===== src/rtl/logic_arb.sv =====
`default_nettype none
// +-------------------------------------------------------------------------+
// | Module      : logic_arb                                                 |
// | Description : Two-requester round-robin arbiter in front of a bitwise   |
// |               AND/OR/XOR unit with a valid/ready result port.           |
// |               Define LOGIC_ARB_XOR_EN to enable opcode 2'b10 (XOR).     |
// | Revision    : 1.0 - initial release                                     |
// +-------------------------------------------------------------------------+
module logic_arb #(
    parameter int WIDTH = 8
) (
    input  logic             clk,
    input  logic             rst,
    input  logic             req0_valid,
    input  logic [1:0]       req0_op,
    input  logic [WIDTH-1:0] req0_a,
    input  logic [WIDTH-1:0] req0_b,
    output logic             req0_ready,
    input  logic             req1_valid,
    input  logic [1:0]       req1_op,
    input  logic [WIDTH-1:0] req1_a,
    input  logic [WIDTH-1:0] req1_b,
    output logic             req1_ready,
    output logic             res_valid,
    input  logic             res_ready,
    output logic [WIDTH-1:0] res_data,
    output logic             res_id,
    output logic             res_err,
    output logic [15:0]      op_cnt
);

    localparam logic [1:0] c_IDLE   = 2'd0;
    localparam logic [1:0] c_CALC   = 2'd1;
    localparam logic [1:0] c_DONE   = 2'd2;

    localparam logic [1:0] c_OP_AND = 2'b00;
    localparam logic [1:0] c_OP_OR  = 2'b01;
`ifdef LOGIC_ARB_XOR_EN
    localparam logic [1:0] c_OP_XOR = 2'b10;
`endif

    localparam logic [15:0] c_CNT_MAX = 16'hFFFF;

    logic [1:0]       r_state;
    logic             r_last_gnt;
    logic             r_gnt_id;
    logic [1:0]       r_op;
    logic [WIDTH-1:0] r_a;
    logic [WIDTH-1:0] r_b;
    logic [WIDTH-1:0] r_res_data;
    logic             r_res_id;
    logic             r_res_err;
    logic [15:0]      r_op_cnt;

    logic             w_any_req;
    logic             w_gnt;
    logic             w_accept;
    logic [WIDTH-1:0] w_result;
    logic             w_err;

    // Single requester wins outright; with both pending, the one not served last wins.
    assign w_any_req  = req0_valid | req1_valid;
    assign w_gnt      = (req0_valid & req1_valid) ? ~r_last_gnt : req1_valid;
    // Qualified by rst so the ready outputs stay low throughout reset.
    assign w_accept   = rst & (r_state == c_IDLE) & w_any_req;

    assign req0_ready = w_accept & ~w_gnt;
    assign req1_ready = w_accept &  w_gnt;

    always_comb begin
        w_result = '0;
        w_err    = 1'b0;
        case (r_op)
            c_OP_AND: w_result = r_a & r_b;
            c_OP_OR:  w_result = r_a | r_b;
`ifdef LOGIC_ARB_XOR_EN
            c_OP_XOR: w_result = r_a ^ r_b;
`endif
            default:  w_err    = 1'b1;
        endcase
    end

    always_ff @(posedge clk or negedge rst) begin
        if (!rst) begin
            r_state    <= c_IDLE;
            r_last_gnt <= 1'b1;
            r_gnt_id   <= 1'b0;
            r_op       <= 2'b00;
            r_a        <= '0;
            r_b        <= '0;
            r_res_data <= '0;
            r_res_id   <= 1'b0;
            r_res_err  <= 1'b0;
            r_op_cnt   <= 16'd0;
        end else begin
            case (r_state)
                c_IDLE: begin
                    if (w_accept) begin
                        r_op       <= w_gnt ? req1_op : req0_op;
                        r_a        <= w_gnt ? req1_a  : req0_a;
                        r_b        <= w_gnt ? req1_b  : req0_b;
                        r_gnt_id   <= w_gnt;
                        r_last_gnt <= w_gnt;
                        r_state    <= c_CALC;
                    end
                end
                c_CALC: begin
                    r_res_data <= w_result;
                    r_res_err  <= w_err;
                    r_res_id   <= r_gnt_id;
                    r_state    <= c_DONE;
                end
                c_DONE: begin
                    // Result fields are held until the consumer takes them.
                    if (res_ready) begin
                        r_state <= c_IDLE;
                        if (r_op_cnt != c_CNT_MAX) begin
                            r_op_cnt <= r_op_cnt + 16'd1;
                        end
                    end
                end
                default: r_state <= c_IDLE;
            endcase
        end
    end

    assign res_valid = (r_state == c_DONE);
    assign res_data  = r_res_data;
    assign res_id    = r_res_id;
    assign res_err   = r_res_err;
    assign op_cnt    = r_op_cnt;

endmodule
`default_nettype wire


===== config.mk =====
export PLATFORM = sky130hd
export DESIGN_NAME = logic_arb
export DESIGN_NICKNAME = d
export VERILOG_FILES = /design/src/rtl/logic_arb.sv
export SDC_FILE = /design/constraint.sdc
export NUM_CORES = 1
export LEC_CHECK = 0
export CORE_AREA = 2 2 73 75
export DETAILED_ROUTE_END_ITERATION = 10
export DIE_AREA = 0 0 75 77
export GPL_TIMING_DRIVEN = 0
export PLACE_DENSITY_LB_ADDON = 0.12
export SYNTH_ARGS = -nofsm -noshare
export SYNTH_HDL_FRONTEND = slang
export SYNTH_SLANG_ARGS = --single-unit

===== constraint.sdc =====
create_clock -name clk -period 2.8 [get_ports clk]
set_clock_uncertainty 0.2 [all_clocks]
set_input_delay 0.42 -clock clk [delete_from_list [all_inputs] [get_ports clk]]
set_output_delay 0.42 -clock clk [all_outputs]
set_load 0.01 [all_outputs]

==> out/qor.txt <==
first element of the critical path = r_state[1]
Min Clock Period, post-route = 2636 ps
remaining antenna violation count = 0
sequential share of the synthesized area = 0.5520
vias in the first global route = 1,675
worst-margin pin slew = 826.7 ps
Yosys top cell area share = 0.5399
Crit. End Element = output pin
P_leak = 1.485 nW
Mapped Area = 2178 sq um
Final nets = 299
die area = 5775 sq um
Pins Over Slew Limit = 0
First-pass DRT Iterations = 4
syn_nets = 217
Sw Share = 0.3044
dpl hpwl = 3.525 mm
routed vias/inst = 5.204
outcome = complete, no violations
core area = 4977 sq um
area of the multi-input gates = 948.4 sq um
GPL Wtd Cong = 0.8065
dpl cells = 315
die height = 77 um
CP required = 2180 ps
# diodes = 0
Clk pwr share = 0.174
Tcrit/Tclk final = 0.9413
worst reg-to-reg path cell count = 5
total number of vias = 1,707
Rel. slew slack = 0.4470
crit path to = req0_ready
clk buf depth = 2
Site Rows = 26
Synth area leaders = dfrtp_1, a22o_1, a21o_1
Worst-path clk slew = 90 ps
initial drt markers = 51
initial cell density of the core = 0.4377
min-delay worst type = register to register
Avg Inst Size Synth = 12.45 sq um
root buffer cell = clkbuf_8
final-report hold violation count = 0
Synth Warn # = 0
Comb power frac = 0.366
RR Endpoint = op_cnt[1]
Worst setup SP type = register
fmax = 379.4 MHz
pin count of the biggest net entering global routing = 20
clock sinks = 48
grt ovf = 0
worst skew pair latency = 290 ps
reg2reg setup slack = 710 ps
DR WL/cell = 14.67 um
Crit Path Category = register to output pin
cts bufs inserted = 5
Worst VDD drop = 0.3484 mV
Tot GR Track Use = 0.1825
DRT Wirelength = 4.812 mm
share of cells above drive strength 1 = 0.1085
Reg area = 1202 sq um
Net Sw Power = 734.9 uW
cell taking the most area after synthesis = dfrtp_1
drt drc = 0
internal power = 1.679 mW
sequential power share = 0.460
commonest non-fill, non-tap cell in the layout = clkdlybuf4s50_1
commonest non-fill, non-tap cells in the layout = clkdlybuf4s50_1, dfrtp_1, a22o_1
initial antenna violation count = 0
layout overhead on the synthesized area = 45.09%
CP max FO = 10
global-route wire length before repair = 8.073 mm
Yosys reg bits = 48
R2R Path Start = op_cnt[0]
WHS = 279.5 ps
Netlist cell types = 35
Port Buf Inserts = 69
htree depth = 2
Syn Inst Count = 175
Critical Path AT = 2020 ps
Final setup viols = 0
MaxCap Viol Count = 0
I/O pins = 70
Fill cells = 423
TNS Setup = 0 ps
Die Wd = 75 um
CTS tree = built
Finished Layout Cells = 328
RSZ-0062 raised after global routing = false
pwr/cell area = 763.8 nW/um^2
-- critical path, cell delays in order (launching register included) --
cell and delay, ps:
dfrtp_1 440, nor3b_2 270, o21ai_2 140, a21oi_4 130
buf_4 190, clkdlybuf4s50_1 550
-- logic make-up after synthesis --
kind of cell / after synthesis / share of synthesized area
AOI/OAI and AO/OA: 54 / 0.1964
DFF: 48 / 0.5520
and+or+nand+nor: 37 / 0.1177
xor gates and xnor gates: 12 / 0.04825
buffers and inverters: 11 / 0.02068
adders and majority gates: 9 / 0.04250
muxes: 4 / 0.02240
-- sequential cells by signal (all words and copies together) (netlist names) --
register / count
res_id: 1
r_op: 2
r_a: 8
r_gnt_id: 1
res_err: 1
r_state: 2
res_data: 8
r_last_gnt: 1
r_b: 8
op_cnt: 16
-- timing repair --
| action | CTS | global route |
|---|---|---|
| gates resized for setup | 4 | 1 |
| hold buffers | 4 | 0 |
| endpoints found under the setup margin | 2 | 1 |
| gates cloned | 1 | 0 |
| buffers inserted | 1 | 0 |
| endpoints found under the hold margin | 28 | 0 |
-- metal layers --
metal / part of all wire / global-route usage / vias up
met3: 0.042 / 0.04336 / 2
met4: 0.0060 / 0.04821 / 0
li1: - / - / 822
met2: 0.50 / 0.2921 / 55
met1: 0.45 / 0.2457 / 828
met5: 0 / 0 / -
-- metrics by stage --
stage | util | power [mW] | area [sq um] | setup WS (ps)
global placement | 0.5940 | 1.974 | 2957 | -2124
detailed placement | 0.5970 | 1.998 | 2972 | -567.8
CTS | 0.6342 | 2.438 | 3157 | 79.85
global route | 0.6350 | 2.570 | 3161 | 25.17
floorplan | - | 1.597 | 2178 | 862.5
finish | 0.6350 | 2.414 | 3161 | 164.3
-- final cells by class --
cell class	instances	area share
timing repair buffer	76	0.2494
clock buffer	6	0.02613
buffer	6	0.008314
multi-input combinational	116	0.3001
inverter	4	0.004751
sequential	48	0.3804
clock inverter	2	0.003167
tap	70	0.02771
-- power by group through the flow --
stage | Clock, mW | Combinational [mW] | Sequential, mW
final | 0.420 | 0.883 | 1.11
after global routing | 0.463 | 0.961 | 1.15
after CTS | 0.430 | 0.894 | 1.11
after detailed placement | 0 | 0.877 | 1.12
after global placement | 0 | 0.851 | 1.12
after floorplan | 0 | 0.480 | 1.12
-- cell usage after synthesis --
cell	number
nand2_1	3
clkbuf_1	6
buf_4	1
o21a_1	2
inv_1	4
nor2_1	2
nand3b_4	1
nand3_2	1
nand4_2	1
a21o_1	20
nand4_1	5
maj3_1	8
ha_1	1
nand3_1	6
a21oi_2	1
xnor2_1	4
nor4_4	1
mux2_4	1
nor3b_1	2
a21oi_1	1
dfstp_2	1
dfrtp_1	47
nor3_1	3
xor2_1	8
nor2_2	1
o21ai_1	1
nand2b_1	2
mux2_2	3
nor4_2	1
or4_1	1
and3_1	4
nor4_1	3
a31oi_1	1
o21ai_0	2
a22o_1	26
-- how the worst min path moves through the flow --
stage / start / to / slack, ps / cells after the start
2_1_floorplan: rst / op_cnt[0] / -80 / 0
3_3_place_gp: r_gnt_id / r_gnt_id / 260 / 1
3_5_place_dp: rst / op_cnt[13] / 120 / 1
4_1_cts: r_gnt_id / r_gnt_id / 290 / 1
5_1_grt: r_gnt_id / r_gnt_id / 310 / 1
6_report: r_gnt_id / r_gnt_id / 280 / 1
(Power assumes the default switching activity.)
